<file path="src/rtl/nibble_hex_tx.sv">
// Watches a 4-bit bus and sends each new value as an ASCII hex digit in a UART 8N1 frame.
// One pending slot coalesces changes seen mid-frame; overwriting it pulses ovf.
module nibble_hex_tx #(
    parameter int unsigned BAUD_DIV = 104,
    parameter int unsigned CW       = 16
) (
    input  logic       clk,
    input  logic       rst,
    input  logic [3:0] data,
    output logic       tx,
    output logic       busy,
    output logic       ovf
);

    typedef enum logic [1:0] {StIdle, StStart, StData, StStop} state_e;

    localparam logic [CW-1:0] LastCnt = CW'(BAUD_DIV - 1);

    state_e          state_q, state_d;
    logic [3:0]      data_q;
    logic [CW-1:0]   cnt_q, cnt_d;
    logic [2:0]      bit_q, bit_d;
    logic [7:0]      sr_q, sr_d;
    logic            pend_q, pend_d;
    logic [3:0]      pend_val_q, pend_val_d;
    logic            ovf_q, ovf_d;
    logic            change;
    logic            tc;
    logic            stop_end;

    function automatic logic [7:0] hex_ascii(input logic [3:0] v);
        return (v < 4'd10) ? 8'h30 + {4'h0, v} : 8'h37 + {4'h0, v};
    endfunction

    assign change   = (data != data_q);
    assign tc       = (cnt_q == LastCnt);
    assign stop_end = (state_q == StStop) && tc;

    always_ff @(posedge clk or posedge rst) begin
        if (rst) begin
            state_q    <= StIdle;
            data_q     <= 4'h0;
            cnt_q      <= '0;
            bit_q      <= 3'd0;
            sr_q       <= 8'h00;
            pend_q     <= 1'b0;
            pend_val_q <= 4'h0;
            ovf_q      <= 1'b0;
        end else begin
            state_q    <= state_d;
            data_q     <= data;
            cnt_q      <= cnt_d;
            bit_q      <= bit_d;
            sr_q       <= sr_d;
            pend_q     <= pend_d;
            pend_val_q <= pend_val_d;
            ovf_q      <= ovf_d;
        end
    end

    always_comb begin
        state_d = state_q;
        cnt_d   = cnt_q + CW'(1);
        bit_d   = bit_q;
        sr_d    = sr_q;
        unique case (state_q)
            StIdle: begin
                cnt_d = '0;
                if (change) begin
                    state_d = StStart;
                    sr_d    = hex_ascii(data);
                end
            end
            StStart: begin
                if (tc) begin
                    state_d = StData;
                    cnt_d   = '0;
                    bit_d   = 3'd0;
                end
            end
            StData: begin
                if (tc) begin
                    cnt_d = '0;
                    if (bit_q == 3'd7) begin
                        state_d = StStop;
                    end else begin
                        sr_d  = sr_q >> 1;
                        bit_d = bit_q + 3'd1;
                    end
                end
            end
            StStop: begin
                if (tc) begin
                    cnt_d = '0;
                    // Back-to-back frames: pending value first, else a change on this very edge.
                    if (pend_q) begin
                        state_d = StStart;
                        sr_d    = hex_ascii(pend_val_q);
                    end else if (change) begin
                        state_d = StStart;
                        sr_d    = hex_ascii(data);
                    end else begin
                        state_d = StIdle;
                    end
                end
            end
            default: state_d = StIdle;
        endcase
    end

    always_comb begin
        pend_d     = pend_q;
        pend_val_d = pend_val_q;
        ovf_d      = 1'b0;
        if (stop_end && pend_q) begin
            pend_d = 1'b0;
        end
        // A change on the final stop edge with nothing pending starts directly instead.
        if (change && (state_q != StIdle) && !(stop_end && !pend_q)) begin
            pend_d     = 1'b1;
            pend_val_d = data;
            ovf_d      = pend_q;
        end
    end

    always_comb begin
        tx   = 1'b1;
        busy = 1'b1;
        unique case (state_q)
            StIdle:  busy = 1'b0;
            StStart: tx   = 1'b0;
            StData:  tx   = sr_q[0];
            StStop:  tx   = 1'b1;
            default: begin
                tx   = 1'b1;
                busy = 1'b0;
            end
        endcase
        ovf = ovf_q;
    end

endmodule

</file>
<file path="config.mk">
export PLATFORM = sky130hd
export DESIGN_NAME = nibble_hex_tx
export DESIGN_NICKNAME = d
export VERILOG_FILES = /design/src/rtl/nibble_hex_tx.sv
export SDC_FILE = /design/constraint.sdc
export NUM_CORES = 1
export LEC_CHECK = 0
export ABC_AREA = 1
export BUFFER_PORTS_ARGS = -buffer_cell sky130_fd_sc_hd__buf_2
export CORE_UTILIZATION = 50
export DETAILED_ROUTE_END_ITERATION = 16
export GPL_TIMING_DRIVEN = 1
export PLACE_DENSITY_LB_ADDON = 0.25
export SLEW_MARGIN = 0
export SYNTH_ARGS = -nofsm -noshare
export SYNTH_HDL_FRONTEND = slang
export SYNTH_SLANG_ARGS = --single-unit
</file>
<file path="constraint.sdc">
create_clock -name clk -period 5 [get_ports clk]
set_clock_uncertainty 0.1 [all_clocks]
set_input_delay 0.5 -clock clk [delete_from_list [all_inputs] [get_ports clk]]
set_output_delay 0.5 -clock clk [all_outputs]
set_load 0.01 [all_outputs]
</file>
==> results of run 1 <==
per-layer routing:
layer  vias to the layer above  GRT usage  routed length, um  part of all wire
li1                        959          -                  -                 -
met1                       841      0.283               2190              0.50
met2                        20      0.327               2020              0.46
met3                         4     0.0497                100             0.023
met4                         0     0.0748                 44             0.010
met5                         -          0                  0                 0
Yosys cell counts:
library cell / count
o21ai_1: 5
o21ai_0: 25
clkbuf_1: 1
nand4_1: 1
a22oi_1: 2
inv_1: 34
clkinv_2: 1
nand3_2: 2
o21bai_2: 1
o21ai_4: 1
nor2_1: 34
clkinv_4: 1
nand2_2: 7
nand3_1: 12
ha_1: 9
inv_2: 9
dfrtp_1: 39
o211ai_1: 1
o21ai_2: 1
nor2_4: 2
a21oi_1: 8
or2_2: 2
xor2_1: 5
mux2i_1: 1
nor3_1: 5
a32oi_1: 1
nand2_4: 1
and3_1: 1
nor3_2: 2
and3_2: 1
nor2_2: 5
a31oi_1: 1
nand2_1: 71
registers in the layout, summed over array words and instances (netlist names):
name,count
pend_q,1
data_q,4
cnt_q,16
ovf,1
sr_q,8
bit_q,3
state_q,2
pend_val_q,4
cell families (layout without fill, tap and decap cells):
| logic type | count (synthesis) | in the layout | synth area share |
|---|---|---|---|
| AO/OA/AOI/OAI | 46 | 46 | 0.118 |
| XOR/XNOR | 5 | 5 | 0.0195 |
| adder cells (fa/ha/maj) | 9 | 9 | 0.0501 |
| buffers and inverters | 46 | 62 | 0.0797 |
| flip-flops | 39 | 39 | 0.435 |
| multiplexers | 1 | 1 | 0.00446 |
| AND/OR/NAND/NOR | 146 | 146 | 0.294 |
report_power, final:
group | switching, mW | internal, mW | total (mW) | leakage [nW]
Combinational | 0.0277 | 0.0126 | 0.0403 | 0.740
Sequential | 0.00388 | 0.320 | 0.324 | 0.492
Clock | 0.113 | 0.200 | 0.313 | 0.0654
Total | 0.145 | 0.532 | 0.677 | 1.30
path summary, 6_finish.rpt:
check / end / start / slack, ns / depth (start not counted)
max in group asynchronous: bit_q[1] / rst / 4.24 / 3
min in group clk: data_q[0] / data[0] / 0.27 / 1
worst min register to register: cnt_q[0] / cnt_q[0] / 0.37 / 1
worst min-delay path: data_q[3] / rst / 0.22 / 3
worst max register to register: sr_q[6] / state_q[0] / 2.95 / 9
worst max-delay path: tx / state_q[0] / 2.81 / 5
cells in the final DEF (no fill, tap or decap), types with 5 or more instances in the layout:
cell      instances
inv_2             9
buf_2             8
nand3_1          12
nor3_1            5
nor2_2            5
ha_1              9
nand2_2           7
a21oi_1           8
inv_1            34
o21ai_1           5
nand2_1          71
clkbuf_8          5
xor2_1            5
o21ai_0          25
dfrtp_1          39
nor2_1           34
worst max-delay path, cell delays in order, from the launching register on:
cell     delay, ns
dfrtp_1       0.42
inv_1         0.10
ha_1          0.44
nand2_1       0.09
o21ai_0       0.09
buf_2         0.16
per-stage QoR:
stage	cells	cell area, sq um	hold WS [ns]
6_report	360	2490	0.217
5_1_grt	360	2490	0.267
4_1_cts	360	2490	0.228
3_5_place_dp	352	2350	0.359
3_3_place_gp	352	2350	0.354
2_1_floorplan	292	2250	0.333
area by class of cell:
cell class                 instances  share of cell area
tap                               52              0.0262
sequential                        39               0.392
clock inverter                     2              0.0241
clock buffer                       6              0.0292
timing repair buffer               9              0.0191
multi-input combinational        207               0.439
inverter                          45              0.0704
==> results.cfg, run 1 <==
[outcome]
status = finished, final reports clean

[setup_path]
crit_required_ns = 4.40
cp_max_fo = 14
crit_type = flop to output port
critPathArrivalTime_ns = 1.59
cp-end-kind = output port
crit_path_start_kind = flop

[drt]
wl_per_cell_um = 12.1
dr.pass1.iters = 4
drt-initial-drc-count = 63
route.detailed.drc = 0
antenna_left = 0
wl_um = 4360
vias_per_cell = 5.07
vias = 1824

[clocking]
cts_tree = yes
postCtsSetupRepairBufs = 0
clk_path_buf_depth = 2
root_buffer = clkbuf_8
cts_resized = 0
clock_sinks = 39
insertion_delay_ns = 0.29
numCtsBuffers = 5
clkTransAtPathRegs_ns = 0.08
h-tree-depth = 2
cts_hold_buf = 0

[die]
die_area_sq_mm = 0.00476
core_sq_mm = 0.00432
die_y_um = 69.0
num_rows = 24
initial_utilization = 0.519
die-width_um = 69.0
io_pins = 9

[timing]
finalSetupTns_ns = 0
slew_headroom = 0.670
drv_slew = 0
hold_viol = 0
min_period_over_period = 0.437
finalWorstSetupSlack_ns = 2.81
worst_slew_pin_slew_ns = 0.494
setup_violations = 0
rsz0062_at_grt = false
final.min_clock_period_ns = 2.19
timing.fmax_mhz = 458

[synthesis]
avgSynthCellArea_sq_um = 7.69
synthTopCellsByArea = dfrtp_1 (43%), nand2_1 (12%), inv_1 (5.7%), nor2_1 (5.7%), o21ai_0 (5.6%)
synthesis.area_sq_mm = 0.00225
yosysTopAreaCell = dfrtp_1
synth.top_cell.area_share = 0.435
ys_warn_count = 0
synth_seq_cells = 39
synthCells = 292
ys_types = 33
synth_seq_area_share = 0.435
synthesis.nets = 307

[global_routing]
track_usage = 0.209
overflow = 0
grt_pass1_wl_um = 7960
antenna_found_initial = 0
grt_max_degree = 40
grt_pass1_vias = 1806

[layout]
fillCellCount = 419
antenna_cells = 0
final_core_util = 0.575
multi_input_area_sq_mm = 0.00109
seqCellArea_sq_um = 976
synthToLayoutAreaGrowth_pct = 10.8
drive_above_1_share = 0.169
final_nets = 322

[worst_hold_path]
min_path_type = input port to async pin

[placed_design]
port-buffer-count = 8
dp_hpwl_um = 3230
dp_slack_ns = 2.97
gp_congestion = 0.902

[power]
vdd_drop_max_uv = 203
p_per_area_mw_per_mm2 = 272
leakage_nw = 1.30
total_power_mw = 0.677

[run]
drv_cap = 0
(Power assumes the default switching activity.)
==> inputs of run 2 (changes only) <==
--- a/config.mk
+++ b/config.mk
@@ -5,7 +5,7 @@
 export SDC_FILE = /design/constraint.sdc
 export NUM_CORES = 1
 export LEC_CHECK = 0
-export ABC_AREA = 1
+export ABC_AREA = 0
 export BUFFER_PORTS_ARGS = -buffer_cell sky130_fd_sc_hd__buf_2
 export CORE_UTILIZATION = 50
 export DETAILED_ROUTE_END_ITERATION = 16
==> constraint.sdc (replaced) <==
create_clock -name clk -period 1.9 [get_ports clk]
set_clock_uncertainty 0.1 [all_clocks]
set_input_delay 0.19 -clock clk [delete_from_list [all_inputs] [get_ports clk]]
set_output_delay 0.19 -clock clk [all_outputs]
set_load 0.01 [all_outputs]
==> run 2 against run 1 <==
The run now ends with negative setup slack left; critical path depth unchanged; final area increased by 8.8%; die area shrank 4.5%; global-route usage rose by 1.6 points; area after synthesis is 4.6% lower; synthesized cell count is 26% lower; sequential cell count unchanged; non-clock buffer count up 37; total power grew to 5.2 times the previous value; final cell count decreased by 13%; largest cell class unchanged.
==> results.cfg, run 2 <==
[outcome]
status = finished, violations left
failed_checks = negative setup slack

[timing]
final.min_clock_period_ns = 1.91
slew_headroom = 0.682
min_period_over_period = 1.01
finalSetupTns_ns = -0.0129
timing.fmax_mhz = 523
finalWorstSetupSlack_ns = -0.0129
setup_violations = 1
drv_slew = 0
hold_slack_ns = 0.0119
rsz0062_at_grt = true
hold_viol = 0
worst_slew_pin_slew_ns = 0.477

[setup_path]
cp-end-kind = flop
reg2reg_to = state_q[0]
worst-path-buf-inv = 0
crit_required_ns = 2.01
worstPathCellList = ha_2 > or3_4 > a221oi_4 > a21oi_2 > a41oi_2
reg2reg_from = state_q[0]
cpPeakStageDelay_ns = 0.45
crit_family = compound AO/OA/AOI/OAI gates
reg2reg_slack_ns = -0.01
worst_r2r_path_depth = 5
crit_start = state_q[0]
cp_max_fo = 6
worst_path_max_delay_cell = dfrtp_2
crit_path_start_kind = flop
crit_path_end = state_q[0]
path_depth = 5
critPathArrivalTime_ns = 2.02
crit_type = flop to flop

[drt]
wl_met1_um = 2190
wl_um = 4550
drt-initial-drc-count = 99
top_layer = met4
dr.pass1.iters = 4
antenna_left = 0
wl_met2_um = 2140
wl_per_cell_um = 14.6
route.detailed.drc = 0
vias = 1729
wl_met3_um = 153
vias_per_cell = 5.54

[layout]
final_cell_mix = dfrtp_1 (38), buf_4 (34), nor2_1 (23)
fillCellCount = 299
postLayoutCellArea_sq_mm = 0.00271
synthToLayoutAreaGrowth_pct = 26.3
largestRegisters = cnt_q (16), sr_q (8)
regMostFlops = cnt_q
final_common_cell = dfrtp_1
final_nets = 277
antenna_cells = 0
drive_above_1_share = 0.271
fin_cells = 312
largest_register_ffs = 16
final_core_util = 0.667

[global_routing]
overflow = 0
antenna_found_initial = 0
grt_max_degree = 40
grt_pass1_vias = 1611
track_usage = 0.225
grt_pass1_wl_um = 7440

[die]
num_rows = 23
core_sq_mm = 0.00406
die_area_sq_mm = 0.00455
io_pins = 9
initial_utilization = 0.528
die-width_um = 67.5
die_y_um = 67.5

[synthesis]
synthAdderAreaFrac = 0.0572
synth-simple-area-share = 0.195
synthCells = 217
synth.top_cell.area_share = 0.456
avgSynthCellArea_sq_um = 9.87
synth_compound_gate_area_share = 0.148
yosysTopAreaCell = dfrtp_1
ys_types = 44
synthesis.area_sq_mm = 0.00214
synthFlopType = dfrtp_1
synth_top_family_by_area = simple AND/OR/NAND/NOR gates
synth_mux_area_frac = 0.0251
synthXorXnorAreaFrac = 0.0818
synth_edf_count = 0
yosysMostFrequentCell = dfrtp_1
synthArstFlopShare = 1.00
synth_seq_area_share = 0.456
ys_warn_count = 0
synthesis.nets = 232
synthTopCellsByArea = dfrtp_1 (46%), xnor2_1 (5.3%), ha_1 (5.3%), nor2_1 (4.0%), nand2_1 (3.2%)
synthTopCellsByCount = dfrtp_1 (39), nor2_1 (23), nand2_1 (18)
synth_seq_cells = 39

[placed_design]
dp.cells = 299
dp_hpwl_um = 3110
gp_congestion = 0.822
place_area_sq_mm = 0.00246
port-buffer-count = 8
dp_slack_ns = -0.0521

[clocking]
cts_tree = yes
insertion_delay_ns = 0.29
numCtsBuffers = 5
clk_path_buf_depth = 2
root_buffer = clkbuf_8
clock_sinks = 39
clkTransAtPathRegs_ns = 0.07
h-tree-depth = 2

[worst_hold_path]
min_path_type = input port to flop

[power]
p_per_area_mw_per_mm2 = 1310
leakage_nw = 1.22
vdd_drop_max_uv = 590
total_power_mw = 3.54

[run]
drv_cap = 0
## run 2: cell count changes after synthesis, sizes merged, moves of 6 or more
cell / previous run / this run
nand2: 79 / 18
a22o: 0 / 6
nor2: 41 / 23
o21ai: 32 / 13
inv: 43 / 11
xnor2: 0 / 13
## run 2: final cells by class
class	count	area [sq um]	share of cell area
clock buffers	6	72.6	0.0268
repair buffers	46	345	0.128
flip-flops and latches	39	977	0.361
well taps	50	62.6	0.0231
inverters	11	41.3	0.0153
multi-input cells	159	1180	0.435
clock inverters	1	30.0	0.0111
## run 2: repair_timing
item	CTS	global route
pin swaps	1	7
hold buffers	3	0
endpoints found under the hold margin	41	0
buffers inserted	0	3
gates resized for setup	3	15
endpoints found under the setup margin	4	12
## run 2: routing by layer
layer  vias to the layer above  track usage
li1                        855            -
met1                       825        0.311
met2                        41        0.348
met3                         8       0.0439
met4                         0       0.0878
met5                         -            0
## run 2: how the worst min path moves through the flow
stage,end,startpoint,cells after the start,slack (ns)
after floorplan,data_q[0],data[0],0,0.12
after global placement,cnt_q[11],rst,3,0.23
after detailed placement,cnt_q[11],rst,3,0.23
after CTS,data_q[1],data[1],1,0.004
after global routing,data_q[1],data[1],1,0.008
final,data_q[1],data[1],1,0.01
## run 2: logic make-up after synthesis
group                    after synthesis
flip-flops                            39
buffers and inverters                 19
adder cells (fa/ha/maj)               10
AO/OA/AOI/OAI                         46
AND/OR/NAND/NOR                       78
XOR/XNOR                              20
multiplexers                           5
## run 2: where the power goes
group          leakage, nW  internal [mW]  switching (mW)  total [mW]
Combinational        0.672          0.851           0.855        1.71
Sequential           0.496           1.02           0.151        1.17
Clock               0.0513          0.385           0.284       0.669
==> inputs of run 3 (changes only) <==
--- a/config.mk
+++ b/config.mk
@@ -5,9 +5,11 @@
 export SDC_FILE = /design/constraint.sdc
 export NUM_CORES = 1
 export LEC_CHECK = 0
-export ABC_AREA = 0
+export ABC_AREA = 1
 export BUFFER_PORTS_ARGS = -buffer_cell sky130_fd_sc_hd__buf_2
+export CORE_ASPECT_RATIO = 1.25
 export CORE_UTILIZATION = 50
+export CTS_CLUSTER_DIAMETER = 150
 export DETAILED_ROUTE_END_ITERATION = 16
 export GPL_TIMING_DRIVEN = 1
 export PLACE_DENSITY_LB_ADDON = 0.25
==> run 3 against run 2 <==
The flow now finishes without violations; largest cell class unchanged; critical endpoint is now sr_q[4]; critical path depth increased by 7; clock power decreased by 16%; register-to-register slack improved by 0.17 ns; final cell count increased by 19%; final area decreased by 6.5%; critical path type is now input port to flop; total power decreased by 57%; setup slack improved by 0.13 ns; die area increased by 4.7%; combinational power decreased by 93%; maximum frequency increased by 7.5%.
==> results.cfg, run 3 (synthesis results as in run 1) <==
[outcome]
status = finished, final reports clean

[layout]
drive_above_1_share = 0.180
final_cell_mix = nand2_1 (71), dfrtp_1 (39), nor2_1 (34), inv_1 (34), o21ai_0 (24)
largestRegisters = cnt_q (16), sr_q (8)
final_core_util = 0.603
fillCellCount = 375
largest_register_ffs = 16
final_nets = 331
antenna_cells = 0
regMostFlops = cnt_q
synthToLayoutAreaGrowth_pct = 12.6
final_common_cell = nand2_1

[timing]
slew_headroom = 0.653
hold_viol = 0
worst_slew_pin_slew_ns = 0.519
min_period_over_period = 0.937
finalWorstSetupSlack_ns = 0.120
finalSetupTns_ns = 0
timing.fmax_mhz = 562
rsz0062_at_grt = false
setup_violations = 0
drv_slew = 0
final.min_clock_period_ns = 1.78

[placed_design]
dp_hpwl_um = 3380
dp_slack_ns = 0.164
gp_congestion = 0.943
port-buffer-count = 8

[global_routing]
grt_use_met3 = 0.0422
use_met2 = 0.361
top_usage_layer = met2
overflow = 0
use_met1 = 0.257
grt_pass1_wl_um = 7670
antenna_found_initial = 0
track_usage = 0.216
grt_pass1_vias = 1804
grt_max_degree = 15

[setup_path]
cp_max_fo = 4
crit_start = data[0]
critPathArrivalTime_ns = 1.90
crit_path_start_kind = input port
cp-end-kind = flop
crit_required_ns = 2.02
crit_type = input port to flop
reg2reg_from = state_q[0]

[power]
p_per_area_mw_per_mm2 = 606
vdd_drop_max_uv = 352
leakage_nw = 1.32

[clocking]
h-tree-depth = 2
cts_tree = yes
clkTransAtPathRegs_ns = 0.08
insertion_delay_ns = 0.29
root_buffer = clkbuf_8
numCtsBuffers = 5
clk_path_buf_depth = 2
clock_sinks = 39

[drt]
vias_per_cell = 5.13
route.detailed.drc = 0
drt-initial-drc-count = 82
wl_um = 4330
wl_per_cell_um = 11.6
antenna_left = 0
vias = 1907
dr.pass1.iters = 4

[die]
num_rows = 26
core_sq_mm = 0.00420
die_y_um = 76.9
initial_utilization = 0.535
die_area_sq_mm = 0.00477
die-width_um = 61.9
io_pins = 9

[run]
drv_cap = 0

[worst_hold_path]
min_path_type = input port to async pin
-- run 3: cell count changes in the layout (fill, tap and decap cells not counted), moves of 11 or more --
cell,change
nand2_1,+54
buf_4,-29
inv_1,+23
o21ai_0,+14
xnor2_1,-13
nor2_1,+11
-- run 3: final cells by class --
type,count,area [sq um],share of cell area
Sequential cell,39,976,0.386
Multi-Input combinational cell,207,1090,0.432
Inverter,45,175,0.0692
Clock inverter,1,5.00,0.00198
Clock buffer,6,82.6,0.0326
Tap cell,56,70.1,0.0277
Timing Repair Buffer,18,128,0.0504
-- run 3: worst max-delay path, cell delays in order --
cell and delay [ns]:
dlygate4sd3_1 0.53, buf_2 0.15, inv_2 0.07, ha_1 0.16, inv_1 0.05, o21ai_0 0.35
nand2_2 0.10, nand3_1 0.08, nand2_1 0.07, inv_1 0.06, nor2_1 0.03, nor2_1 0.07
-- run 3: routing by layer --
| layer | share of wire | wire [um] |
|---|---|---|
| met5 | 0 | 0 |
| met4 | 0.025 | 110 |
| met3 | 0.032 | 137 |
| met2 | 0.51 | 2210 |
| met1 | 0.43 | 1870 |
-- run 3: report_power, final --
part           switching [mW]  internal, mW
logic                  0.0768        0.0411
registers              0.0115         0.843
clock network           0.276         0.285
-- run 3: through the flow --
stage / cells / hold slack, ns / cell area (sq um) / power, mW
floorplan: 292 / 0.121 / 2250 / 0.942
global placement: 359 / 0.149 / 2380 / 0.979
detailed placement: 359 / 0.150 / 2380 / 0.982
CTS: 371 / 0.373 / 2520 / 1.55
global route: 372 / 0.402 / 2530 / 1.61
finish: 372 / 0.358 / 2530 / 1.53
-- run 3: worst paths after layout --
check / to / slack, ns / cells after the start
worst max-delay path: sr_q[4] / 0.12 / 12
worst min-delay path: cnt_q[11] / 0.36 / 3
worst max register to register: state_q[0] / 0.16 / 10
worst min register to register: sr_q[5] / 0.37 / 2
max in group asynchronous: sr_q[4] / 0.75 / 4
min in group clk: sr_q[5] / 0.37 / 2
-- run 3: what timing repair did --
action,4_1_cts,5_1_grt
hold endpoints to repair,16,0
setup endpoints to repair,0,2
resized for setup,0,2
hold buffers,5,0
setup buffers,0,1
